## src/rtl/tsp16_pkg.sv

```systemverilog
// Shared definitions for the TSP16 pipeline: opcodes, instruction field
// positions and the MEM-stage state type.
package tsp16_pkg;

  localparam int unsigned OPC_W  = 4;
  localparam int unsigned RN_LSB = 3;
  localparam int unsigned RD_LSB = 0;

  localparam logic [OPC_W-1:0] OPC_LDR = 4'b0100;
  localparam logic [OPC_W-1:0] OPC_STR = 4'b0101;

  typedef enum logic {
    IDLE,
    BUSY
  } mem_state_t;

  function automatic logic is_mem_op(input logic [OPC_W-1:0] opc);
    return (opc == OPC_LDR) || (opc == OPC_STR);
  endfunction

endpackage

```

## src/rtl/mem_fwd_mux.sv

```systemverilog
// Selects the MEM stage's own retired result over a stale regfile value when
// the retired instruction wrote the register being read.
module mem_fwd_mux #(
  parameter int unsigned DATA_W = 16,
  parameter int unsigned REG_W  = 3
) (
  input  logic              fwd_valid,
  input  logic [REG_W-1:0]  fwd_reg,
  input  logic [DATA_W-1:0] fwd_data,
  input  logic [REG_W-1:0]  sel_reg,
  input  logic [DATA_W-1:0] rf_data,
  output logic [DATA_W-1:0] data
);

  // Bypass select: forwarded result wins on a register-number match
  always_comb begin
    data = rf_data;
    if (fwd_valid && (fwd_reg == sel_reg)) data = fwd_data;
  end

endmodule

```

## src/rtl/pipeline_mem_stage.sv

```systemverilog
// MEM stage of the TSP16 pipeline: executes LDR/STR over a req/ack memory
// port, passes other instructions straight through, and stalls EXECUTE while
// a transfer is outstanding. An optional timeout retires a hung access.
module pipeline_mem_stage
  import tsp16_pkg::*;
#(
  parameter int unsigned DATA_W  = 16,
  parameter int unsigned ADDR_W  = 16,
  parameter int unsigned INSTR_W = 16,
  parameter int unsigned REG_W   = 3,
  parameter int unsigned TIMEOUT = 64
) (
  input  logic               clk,
  input  logic               reset,
  input  logic               ex_valid,
  input  logic               ex_is_dependent,
  input  logic [DATA_W-1:0]  ex_result,
  input  logic [INSTR_W-1:0] ex_instr,
  output logic               ex_ready,
  output logic [REG_W-1:0]   rf_rn_num,
  output logic [REG_W-1:0]   rf_rd_num,
  input  logic [DATA_W-1:0]  rf_rn,
  input  logic [DATA_W-1:0]  rf_rd,
  output logic               mem_req,
  output logic               mem_we,
  output logic [ADDR_W-1:0]  mem_addr,
  output logic [DATA_W-1:0]  mem_wdata,
  input  logic               mem_ack,
  input  logic [DATA_W-1:0]  mem_rdata,
  output logic               mem_done,
  output logic               mem_is_dependent,
  output logic [DATA_W-1:0]  mem_result,
  output logic [INSTR_W-1:0] mem_instr,
  output logic               mem_err
);

  localparam int unsigned CNT_W = (TIMEOUT > 1) ? $clog2(TIMEOUT) : 1;
  localparam logic [CNT_W-1:0] CNT_LAST = CNT_W'((TIMEOUT == 0) ? 0 : TIMEOUT - 1);

  mem_state_t         state, state_n;
  logic [CNT_W-1:0]   cnt, cnt_n;
  logic               req_n, we_n, done_n, dep_n, err_n;
  logic [ADDR_W-1:0]  addr_n;
  logic [DATA_W-1:0]  wdata_n, result_n;
  logic [INSTR_W-1:0] instr_n;
  logic [DATA_W-1:0]  addr_fwd, wdata_fwd;
  logic [OPC_W-1:0]   opc;
  logic               fwd_valid;
  logic               timeout_hit;

  assign opc         = ex_instr[INSTR_W-1 -: OPC_W];
  assign rf_rn_num   = ex_instr[RN_LSB +: REG_W];
  assign rf_rd_num   = ex_instr[RD_LSB +: REG_W];
  assign ex_ready    = (state == IDLE);
  assign fwd_valid   = mem_done && mem_is_dependent;
  assign timeout_hit = (TIMEOUT != 0) && (cnt == CNT_LAST);

  mem_fwd_mux #(.DATA_W(DATA_W), .REG_W(REG_W)) u_addr_fwd (
    .fwd_valid (fwd_valid),
    .fwd_reg   (mem_instr[RD_LSB +: REG_W]),
    .fwd_data  (mem_result),
    .sel_reg   (rf_rn_num),
    .rf_data   (rf_rn),
    .data      (addr_fwd)
  );

  mem_fwd_mux #(.DATA_W(DATA_W), .REG_W(REG_W)) u_wdata_fwd (
    .fwd_valid (fwd_valid),
    .fwd_reg   (mem_instr[RD_LSB +: REG_W]),
    .fwd_data  (mem_result),
    .sel_reg   (rf_rd_num),
    .rf_data   (rf_rd),
    .data      (wdata_fwd)
  );

  // Next-state and next-output logic; instr/result/dependent are latched
  // straight into the mem_* registers on entry to BUSY since mem_done=0 hides them
  always_comb begin
    state_n  = state;
    cnt_n    = cnt;
    req_n    = mem_req;
    we_n     = mem_we;
    addr_n   = mem_addr;
    wdata_n  = mem_wdata;
    done_n   = 1'b0;
    dep_n    = mem_is_dependent;
    result_n = mem_result;
    instr_n  = mem_instr;
    err_n    = 1'b0;
    case (state)
      IDLE: begin
        if (!ex_valid) begin
          dep_n = 1'b0;
        end else if (is_mem_op(opc)) begin
          state_n  = BUSY;
          cnt_n    = '0;
          req_n    = 1'b1;
          we_n     = (opc == OPC_STR);
          addr_n   = addr_fwd[ADDR_W-1:0];
          wdata_n  = wdata_fwd;
          result_n = ex_result;
          instr_n  = ex_instr;
          dep_n    = ex_is_dependent;
        end else begin
          done_n   = 1'b1;
          result_n = ex_result;
          instr_n  = ex_instr;
          dep_n    = ex_is_dependent;
        end
      end
      BUSY: begin
        cnt_n = cnt + CNT_W'(1);
        if (mem_ack) begin
          state_n = IDLE;
          req_n   = 1'b0;
          done_n  = 1'b1;
          if (!mem_we) result_n = mem_rdata;
        end else if (timeout_hit) begin
          state_n  = IDLE;
          req_n    = 1'b0;
          done_n   = 1'b1;
          err_n    = 1'b1;
          result_n = '0;
        end
      end
      default: state_n = IDLE;
    endcase
  end

  // State and output registers with synchronous reset
  always_ff @(posedge clk) begin
    if (reset) begin
      state            <= IDLE;
      cnt              <= '0;
      mem_req          <= 1'b0;
      mem_we           <= 1'b0;
      mem_addr         <= '0;
      mem_wdata        <= '0;
      mem_done         <= 1'b0;
      mem_is_dependent <= 1'b0;
      mem_result       <= '0;
      mem_instr        <= '0;
      mem_err          <= 1'b0;
    end else begin
      state            <= state_n;
      cnt              <= cnt_n;
      mem_req          <= req_n;
      mem_we           <= we_n;
      mem_addr         <= addr_n;
      mem_wdata        <= wdata_n;
      mem_done         <= done_n;
      mem_is_dependent <= dep_n;
      mem_result       <= result_n;
      mem_instr        <= instr_n;
      mem_err          <= err_n;
    end
  end

endmodule

```

## config.mk

```make
export PLATFORM = sky130hd
export DESIGN_NAME = pipeline_mem_stage
export DESIGN_NICKNAME = d
export VERILOG_FILES = /design/src/rtl/tsp16_pkg.sv /design/src/rtl/mem_fwd_mux.sv /design/src/rtl/pipeline_mem_stage.sv
export SDC_FILE = /design/constraint.sdc
export NUM_CORES = 1
export LEC_CHECK = 0
export ABC_AREA = 1
export ABC_CLOCK_PERIOD_IN_PS = 1940
export CAP_MARGIN = 15
export CORE_ASPECT_RATIO = 0.8
export CORE_MARGIN = 3
export CORE_UTILIZATION = 43
export DETAILED_ROUTE_END_ITERATION = 8
export PLACE_DENSITY_LB_ADDON = 0.1
export SLEW_MARGIN = 20
export SYNTH_ARGS = -nofsm -noshare
export SYNTH_HDL_FRONTEND = slang
export SYNTH_SLANG_ARGS = --single-unit
```

## constraint.sdc

```tcl
create_clock -name clk -period 1.94 [get_ports clk]
set_input_delay 0.194 -clock clk [delete_from_list [all_inputs] [get_ports clk]]
set_output_delay 0.194 -clock clk [all_outputs]
set_load 0.03 [all_outputs]
```

==> results.toml, run 1 <==
[global_route]
antenna_found_initial = 0
grt_start_max_net_pins = 64
grt_pass1_wl_um = 19200
grt_pass1_vias = 3963
grt-ovfl-total = 0
grtUsageTotal = 0.230

[detailed_routing]
drt-total-wl_um = 11600
drt_iter0_drc = 268
drc = 0
drt.antenna.violating_nets = 0
drt-pass1-iter-count = 4
wl_per_cell_um = 13.6
vias = 4200
drt-vias-per-instance = 4.94

[pwr]
power_mw = 4.09
leakagePower_nw = 2.57
vdd_drop_max_uv = 366
power.density_mw_per_mm2 = 713

[yosys]
synth_top_family_by_area = "simple AND/OR/NAND/NOR gates"
yosysMostFrequentCell = "nand2_1"
ys_seq_elements = 76
synth-compound-area-share = 0.0764
ys_warn_count = 0
syn_nets = 677
synth_top_area_frac = 0.396
synthMuxAreaShare = 0
yosysSeqAreaShare = 0.396
yosys.area_share.simple = 0.412
synth-xor-area-share = 0
async_reset_ff_frac = 0
avgSynthCellArea_um2 = 6.51
yosys-top-cells-count = "148 x nand2_1, 104 x nor2_1, 84 x nand3_1"
ys_top_cells_by_area = "dfxtp_1 40%, nand2_1 14%, nand3_1 11%"
ys_types = 23
synth_ff_type = "dfxtp_1"
synth-edff-count = 0
yosysTopAreaCell = "dfxtp_1"
synthCells = 591
synthAdderAreaFrac = 0.00325
syn_area_mm2 = 0.00385

[setup_path]
path_max_fanout = 63
cp_common_cell = "nor2_1"
critical_path_buf_inv_count = 3
start_kind = "flip-flop"
crit_slowest_cell = "dfxtp_1"
critPathTopFamily = "simple AND/OR/NAND/NOR gates"
crit_path_end_kind = "flip-flop"
cp.required_ns = 2.23
slowest_delay_ns = 0.33
crit_type = "reg -> reg"
cp.arrival_ns = 2.01
r2r_slack_ns = 0.21
cp_cell_sequence = "inv_2, nand2_4, nor2_4, buf_12, nor2_1, nor2_1, nand2_1, inv_1"

[clocking]
clk_pin_slew_ns = 0.08
ctsResizeCount = 1
cts_buffer_depth = 2
holdBufCountCts = 0
numCtsBuffers = 9
cts_root_buf = "clkbuf_8"
clock_sinks = 76
htreeDepth = 3
cts_tree = "built"
post_cts_buffers = 0
clk_latency_ns = 0.34

[min_path]
hp-class = "in -> reg"

[cells_and_area]
drive_above_1_share = 0.0622
final_nets = 820
fill_cells = 793
n_antenna_cell = 0
area_growth_pct = 49.4
fin_util = 0.669
finalNonFillerCells = 851
fin_area_mm2 = 0.00575

[placement]
dp_cells = 835
place_congestion = 0.787
dpl-instance-area_mm2 = 0.00550
port_buffers = 160
dp_hpwl_um = 8610

[timing]
fin_crit_ns = 1.73
final_max_slew_viol_count = 0
hold_viol_final = 0
max_freq_mhz = 579
final.setup.tns_ns = 0
rsz0062_at_grt = "false"
max_slew_margin = 0.697
worst_pin_slew_ns = 0.455
fin_skew_ns = 0.0119
post-route-period-util = 0.890
setup-violations-final = 0

[run_status]
status = "complete, no violations"

[die]
core_area_mm2 = 0.00860
num_io_pins = 161
start_util = 0.447
rows = 30
die_area_mm2 = 0.0101
die_x_um = 112
die_y_um = 90.6

[job]
max-cap-violations = 0
area by class of cell:
class                           instances  area [µm²]  area share
Clock inverter                          4        95.1      0.0165
Sequential cell                        76        1520       0.265
Timing Repair Buffer                  173        1750       0.304
Inverter                               52         195      0.0340
Clock buffer                           12         155      0.0270
Tap cell                              112         140      0.0244
Multi-Input combinational cell        422        1890       0.329
layout by cell type, fill, tap and decap left out, types with 2 or more instances in the layout:
master           netlist  final
bufinv_16              0      3
nand2_2                3      3
clkdlybuf4s50_1        0    159
nor2_1               104    104
nand3_1               84     84
nand3b_1              16     16
inv_1                 45     45
o21ai_0               20     20
buf_12                 0      4
nor2_2                 2      2
a21oi_1               35     35
nand2_1              148    148
nor2_4                 4      4
inv_2                  6      6
clkbuf_8               0     11
dfxtp_1               76     76
buf_4                 16      9
where the power goes:
group	internal (mW)	total [mW]	leakage, nW	switching [mW]
combinational	0.418	0.880	1.82	0.461
clock	0.924	1.50	0.127	0.571
sequential	1.64	1.72	0.623	0.0777
registers in the layout, indices dropped and copies added, names as in the netlist:
register / flops
state: 1
mem_req: 1
mem_result: 16
mem_err: 1
mem_addr: 16
cnt: 6
mem_done: 1
mem_is_dependent: 1
mem_wdata: 16
mem_we: 1
mem_instr: 16
per-layer routing:
metal	GRT usage	part of all wire	up-vias
met5	0	0	-
met4	0.0669	0.013	0
met3	0.0529	0.079	12
met2	0.368	0.47	167
met1	0.310	0.44	1875
li1	-	-	2146
worst register-to-register path: cells and delay by family, from the launching register on:
family	cells	cell delay, ns
buffers and inverters	3	0.65
DFF	1	0.33
and+or+nand+nor	5	0.69
cells by family after synthesis:
kind of cell / after synthesis
buf+inv: 93
simple gates: 364
fa+ha+maj: 1
flops: 76
compound gates: 57
worst paths after layout:
check | start | endpoint | cells after the start
worst max-delay path | state$_SDFF_PP0_ | mem_wdata[10]$_SDFFE_PP0P_ | 8
worst min-delay path | ex_is_dependent | mem_is_dependent$_SDFFE_PP0N_ | 3
worst max register to register | state$_SDFF_PP0_ | mem_wdata[10]$_SDFFE_PP0P_ | 8
worst min register to register | mem_instr[15]$_SDFFE_PP0P_ | mem_instr[15]$_SDFFE_PP0P_ | 2
metrics by stage:
| step | worst slack (ns) | hold WS, ns |
|---|---|---|
| 2_1_floorplan | 0.433 | 0.337 |
| 3_3_place_gp | 0.290 | 0.463 |
| 3_5_place_dp | 0.237 | 0.473 |
| 4_1_cts | 0.205 | 0.392 |
| 5_1_grt | 0.0450 | 0.420 |
| 6_report | 0.214 | 0.407 |
Note: power is estimated with default switching activity, not from simulation.
==> run 2, diff against run 1 <==
TNS_END_PERCENT = 5   (was not set)
==> results of run 2 <==
The final DEF is identical to that of run 1; final timing and power are the same.
==> run 3, diff against run 2 <==
ABC_CLOCK_PERIOD_IN_PS = 1450   (was 1940)
CELL_PAD_IN_SITES_DETAIL_PLACEMENT = 1   (was not set)
CELL_PAD_IN_SITES_GLOBAL_PLACEMENT = 2   (was not set)
CORE_UTILIZATION = 19   (was 43)
SKIP_CTS_REPAIR_TIMING = 1   (was not set)
clock period = 1.45 ns   (was 1.94 ns; I/O delays follow)
==> run 3 against run 2 <==
Compared with the run above:
- final cell count increased by 22%
- clock skew decreased by 0.0025 ns
- utilization fell by 32 points
- sequential power up 32%
- global-route usage shrank 8.0 points
- critical path type unchanged
- flip-flop and latch count unchanged
==> results.toml, run 3 (synthesis results as in run 1) <==
[pwr]
vdd_drop_max_uv = 479
leakagePower_nw = 4.00
power.density_mw_per_mm2 = 944
power_mw = 6.32

[timing]
final_max_slew_viol_count = 0
worst_pin_slew_ns = 0.405
fin_ws_ns = 0.00373
hold_viol_final = 0
fin_crit_ns = 1.45
setup-violations-final = 0
rsz0062_at_grt = "true"
post-route-period-util = 0.997
max_freq_mhz = 691
max_slew_margin = 0.729
final.setup.tns_ns = 0
hold-worst-slack_ns = 0.304
fin_skew_ns = 0.00935

[job]
max-cap-violations = 0

[detailed_routing]
drt-vias-per-instance = 4.25
drt_iter0_drc = 153
drc = 0
drt-total-wl_um = 16600
vias = 4416
wl_per_cell_um = 16.0
drt.antenna.violating_nets = 0
drt-pass1-iter-count = 4

[clocking]
clk_latency_ns = 0.35
clock_sinks = 76
cts_tree = "built"
numCtsBuffers = 9
htreeDepth = 3
cts_root_buf = "clkbuf_16"
cts_buffer_depth = 2
clk_pin_slew_ns = 0.06

[setup_path]
slowest_delay_ns = 0.36
cp.required_ns = 1.68
cp.arrival_ns = 1.68
crit_start = "cnt[1]$_SDFFE_PP0P_"
r2r-start = "cnt[1]$_SDFFE_PP0P_"
crit_type = "reg -> reg"
start_kind = "flip-flop"
crit_slowest_cell = "dfxtp_2"
crit_path_end_kind = "flip-flop"
path_max_fanout = 8
cp_cell_sequence = "ha_4, nand3_4, nor2_4, nand2_2, nand2_4, clkbuf_16, nand3b_1, nand2_1, nor2_1"

[die]
start_util = 0.198
die_area_mm2 = 0.0220
die_y_um = 133
num_io_pins = 161
rows = 45
core_area_mm2 = 0.0194
die_x_um = 165

[placement]
place_congestion = 0.804
pre_cts_ws_ns = -0.180
port_buffers = 160
dp_hpwl_um = 12600
dpl-instance-area_mm2 = 0.00599

[global_route]
grt_pass1_wl_um = 25700
grt-ovfl-total = 0
grtUsageTotal = 0.150
antenna_found_initial = 0
grt_pass1_vias = 4704
grt_start_max_net_pins = 49

[cells_and_area]
layout_commonest_cell = "nand2_1"
drive_above_1_share = 0.142
n_antenna_cell = 0
fin_area_mm2 = 0.00669
final_nets = 862
area_growth_pct = 74.0
final_cell_mix = "145 x nand2_1, 102 x nor2_1, 83 x nand3_1, 83 x clkdlybuf4s50_1"

[min_path]
hp-class = "in -> reg"
hold_start = "reset"

[run_status]
status = "complete, no violations"
-- run 3: changes by cell type in the layout (fill, tap and decap cells not counted), sizes merged --
cell / before / now
clkinv: 2 / 3
dlymetal6s2s: 0 / 69
buf: 13 / 59
dlygate4sd2: 1 / 0
inv: 51 / 52
clkbuf: 12 / 13
clkdlybuf4s50: 159 / 83
clkinvlp: 0 / 1
-- run 3: worst max-delay path, delay by kind of cell, from the launching register on --
kind,cells,cell delay [ns]
and+or+nand+nor,7,0.64
DFF,1,0.36
adders and majority gates,1,0.15
buffers and inverters,1,0.18
-- run 3: layer usage --
layer / vias up / track usage / part of all wire / wire length, µm
li1: 2226 / - / - / -
met1: 2083 / 0.205 / 0.50 / 8280
met2: 97 / 0.239 / 0.45 / 7430
met3: 10 / 0.0329 / 0.046 / 761
met4: 0 / 0.0368 / 0.010 / 172
met5: - / 0 / 0 / 0
-- run 3: power breakdown --
part	switching (mW)	leakage, nW	total [mW]	internal [mW]
registers	0.0702	0.626	2.27	2.20
logic	0.731	3.21	1.36	0.634
clock network	0.987	0.166	2.68	1.69
-- run 3: metrics by stage --
| step | instances | utilization |
|---|---|---|
| after floorplan | 591 | - |
| after global placement | 1018 | 0.308 |
| after CTS | 1034 | 0.326 |
| final | 1039 | 0.344 |
| after detailed placement | 1018 | 0.308 |
| after global routing | 1039 | 0.344 |
-- run 3: area by class of cell --
cell class / count / area (µm²)
fillers: 2360 / 12700
repair buffers: 215 / 2340
multi-input cells: 422 / 1950
flip-flops and latches: 76 / 1530
well taps: 258 / 323
clock buffers: 9 / 225
inverters: 52 / 198
clock inverters: 7 / 124
-- run 3: final timing paths --
check | slack [ns] | to | cells after the start
setup / recovery | 0.004 | mem_result[6]$_SDFFE_PP0P_ | 9
hold / removal | 0.30 | cnt[1]$_SDFFE_PP0P_ | 3
setup reg to reg | 0.004 | mem_result[6]$_SDFFE_PP0P_ | 9
hold reg to reg | 0.48 | mem_instr[14]$_SDFFE_PP0P_ | 2
==> variant 1, RTL diff (flow settings as in run 1) <==
`DATA_W` is set to 16 in 2 places; all go to 32.
--- a/src/rtl/mem_fwd_mux.sv
+++ b/src/rtl/mem_fwd_mux.sv
@@ -1,7 +1,7 @@
 // Selects the MEM stage's own retired result over a stale regfile value when
 // the retired instruction wrote the register being read.
 module mem_fwd_mux #(
-  parameter int unsigned DATA_W = 16,
+  parameter int unsigned DATA_W = 32,
   parameter int unsigned REG_W  = 3
 ) (
   input  logic              fwd_valid,
--- a/src/rtl/pipeline_mem_stage.sv
+++ b/src/rtl/pipeline_mem_stage.sv
@@ -4,7 +4,7 @@
 module pipeline_mem_stage
   import tsp16_pkg::*;
 #(
-  parameter int unsigned DATA_W  = 16,
+  parameter int unsigned DATA_W  = 32,
   parameter int unsigned ADDR_W  = 16,
   parameter int unsigned INSTR_W = 16,
   parameter int unsigned REG_W   = 3,
Interface: changed (6 resized); port bits go from 161 to 257. No check against the original RTL was run, so the function may have changed too.
==> variant 1 against run 1 <==
- worst setup slack worse by 12 ps
- final area rose by 46%
- routed wire length grew 54%
- largest cell class unchanged
- power rose by 38%
- synthesized cell count grew 48%
- worst hold slack got worse by 29 ps
- die area increased by 41%
- sequential cell count rose by 32
- highest routed layer unchanged
- synthesized area is 44% higher
- count of clock-buffer cells in the layout decreased by 1
==> variant 1: results (changes against run 1) <==
crit path to mem_result[15]; largest net degree at the start of global routing 65 (+1.6%); Synth Area in Compound Gates 0.0664 (-0.0100); met3 routed WL 1450 µm (+59%); status complete, no violations; Syn Inst Count 873 (+48%); Place WS 193 ps (-43.8 ps); WL/cell 14.1 µm (+3.8%); Reg2Reg Depth 9 (+1); Synth top cells by count nand2_1, nor2_1, nand3_1; area post-placement 8090 µm² (+47%); Syn Nets 1023 (+51%); Critical Path Fanout Max 4 (-94%); Synth area leaders dfxtp_1, nand2_1, nand3_1; PortBufs 240 (+50%); HP Start reset; # fillers 1105 (+39%); GPL Wtd Cong 0.869 (+10%); Pre-Repair DR Iteration Count 5 (+1); Top Family by Delay on Critical Path buffers and inverters; Root Buffer clkbuf_16; Seq/Total Area, Yosys 0.390 (-0.00516); GRT met2 Usage 0.385 (+0.0169); Crit Reg-Reg Startpoint cnt[0]$_SDFFE_PP0P_; WP data arrival 1540 ps (-470 ps); Final WS setup 202 ps (-12.1 ps); nets 1233 (+50%); routed vias 6113 (+46%); first-pass GRT wire length 28000 µm (+45%); dpl hpwl 12600 µm (+47%); GR Layer Usage met3 0.0701 (+0.0172); Hold WS 378 ps (-29.5 ps); Static Leakage 3.76 nW (+47%); Post-CTS Resized 0 (-1); met1 wire length 8040 µm (+57%)
## variant 1: cell count changes after synthesis, moves of 17 or more
| cell | before | now |
|---|---|---|
| nand3_1 | 84 | 132 |
| nor2_1 | 104 | 158 |
| nand2_1 | 148 | 232 |
| buf_2 | 13 | 33 |
| dfxtp_1 | 76 | 108 |
| inv_1 | 45 | 62 |
## variant 1: power by group
group / total (W) / internal [W] / switching, W
clock network: 0.00189 / 0.00104 / 0.000845
logic: 0.00133 / 0.000635 / 0.000697
registers: 0.00244 / 0.00234 / 0.000102
total: 0.00566 / 0.00401 / 0.00164
## variant 1: cell families (layout without fill, tap and decap cells)
family,Yosys count,in the layout
and+or+nand+nor,562,562
AOI/OAI and AO/OA,70,70
adders and majority gates,1,1
buffers and inverters,132,347
DFF,108,108
## variant 1: cell type report
type | instances | area share
timing repair buffer | 266 | 0.316
sequential | 108 | 0.258
clock inverter | 5 | 0.00731
inverter | 65 | 0.0291
tap | 171 | 0.0255
multi-input combinational | 633 | 0.335
clock buffer | 11 | 0.0289
==> variant 2, RTL diff (flow settings as in run 1) <==
Made on the original files. Reset style: asynchronous (`reset`), changed in one clocked block. Comments in the files are not updated.
--- a/src/rtl/pipeline_mem_stage.sv
+++ b/src/rtl/pipeline_mem_stage.sv
@@ -128,7 +128,7 @@
   end
 
   // State and output registers with synchronous reset
-  always_ff @(posedge clk) begin
+  always_ff @(posedge clk or posedge reset) begin
     if (reset) begin
       state            <= IDLE;
       cnt              <= '0;
Function: differs if reset is asserted again (counterexample within 4 cycles, from zero or initial values and one cycle with reset high); with reset held inactive, the same outputs for 4 cycles.
==> variant 2 against run 1 <==
- worst setup slack better by 62 ps
- sequential share of layout area is 5.2 points higher
- critical path type is now reg -> out
- clock skew is 1.0 ps lower
- highest routed layer unchanged
- final area is 4.6% higher
- sequential cell count stayed put
- routed wire length is 1.8% higher
- largest cell class is now flip-flops and latches
- synthesized area is 5.6% higher
- synthesized cell count is 8.3% lower
Power is not compared: it rests on default switching activity, and its combinational part moved more than twofold at a synthesized area within 25%.
==> variant 2: results (changes against run 1) <==
Multi-input gate area 1680 µm² (-11%); GR Layer Usage met3 0.0575 (+0.00457); overall routing resource usage 0.230 (about the same); Post-CTS Resized 0 (-1); core area 9110 µm² (+6.0%); nets 781 (-4.8%); CP max stage delay 710 ps (+380 ps); post-synthesis average cell area 7.49 µm² (+15%); status complete, no violations; DP Cell Count 799 (-4.3%); Clock buf/inv share 0.0504 (+0.00685); GPL Wtd Cong 0.813 (+3.3%); worst reg2reg setup slack 360 ps (+150 ps); Post-Synth XOR/XNOR Area 0.00216 (+0.00216); Crit-path slowest cell clkdlybuf4s50_1; nonclk inv count 68 (+31%); Least-Margin Pin Slew 603 ps (+149 ps); met3 routed WL 837 µm (-8.2%); WP data arrival 1470 ps (-540 ps); Syn Nets 628 (-7.2%); Synth top cells by count nand2_1, nand3_1, dfrtp_1; Hold WS 223 ps (-184 ps); FF+latch area 1900 µm² (+25%); comb_multi_in 368 (-13%); Final Core Density 0.659 (-0.00940); Non-clock buffers 172 (-0.58%); Starting DRT DRC Count 223 (-17%); Synth area leaders dfrtp_1, nand2_1, nand3_1; first-pass GRT wire length 19500 µm (+1.3%); Layout Skew 10.9 ps (-0.997 ps); routed vias 3970 (-5.5%); met1 usage 0.313 (+0.00348); dpl hpwl 8940 µm (+3.8%); met1 wire length 5200 µm (+1.7%); routed wl met2 5590 µm (+3.1%)
-- variant 2: changes by cell type after synthesis, moves of 4 or more --
cell      delta
nand3_1     +19
nand2_1     +72
o21ai_0      -7
clkbuf_1     -9
nor2_1      -99
a21oi_1     -33
inv_1       +17
dfxtp_1     -76
dfrtp_1     +76
nand2_4      +5
buf_6        +5
buf_2        -4
nand3b_1    -15
-- variant 2: worst max-delay path by stage --
stage                                   from                         to  slack [ps]  cells after the start
global placement                 ex_instr[4]    mem_addr[4]$_DFFE_PP0P_         210                      9
finish              mem_instr[0]$_DFFE_PP0P_               mem_instr[0]         280                      1
CTS                 mem_instr[0]$_DFFE_PP0P_               mem_instr[0]         250                      1
global route              cnt[0]$_DFFE_PP0P_  mem_result[5]$_DFFE_PP0P_         210                      8
detailed placement              ex_instr[13]  mem_wdata[11]$_DFFE_PP0P_         200                      7
floorplan           mem_instr[0]$_DFFE_PP0P_    mem_addr[0]$_DFFE_PP0P_         560                      6
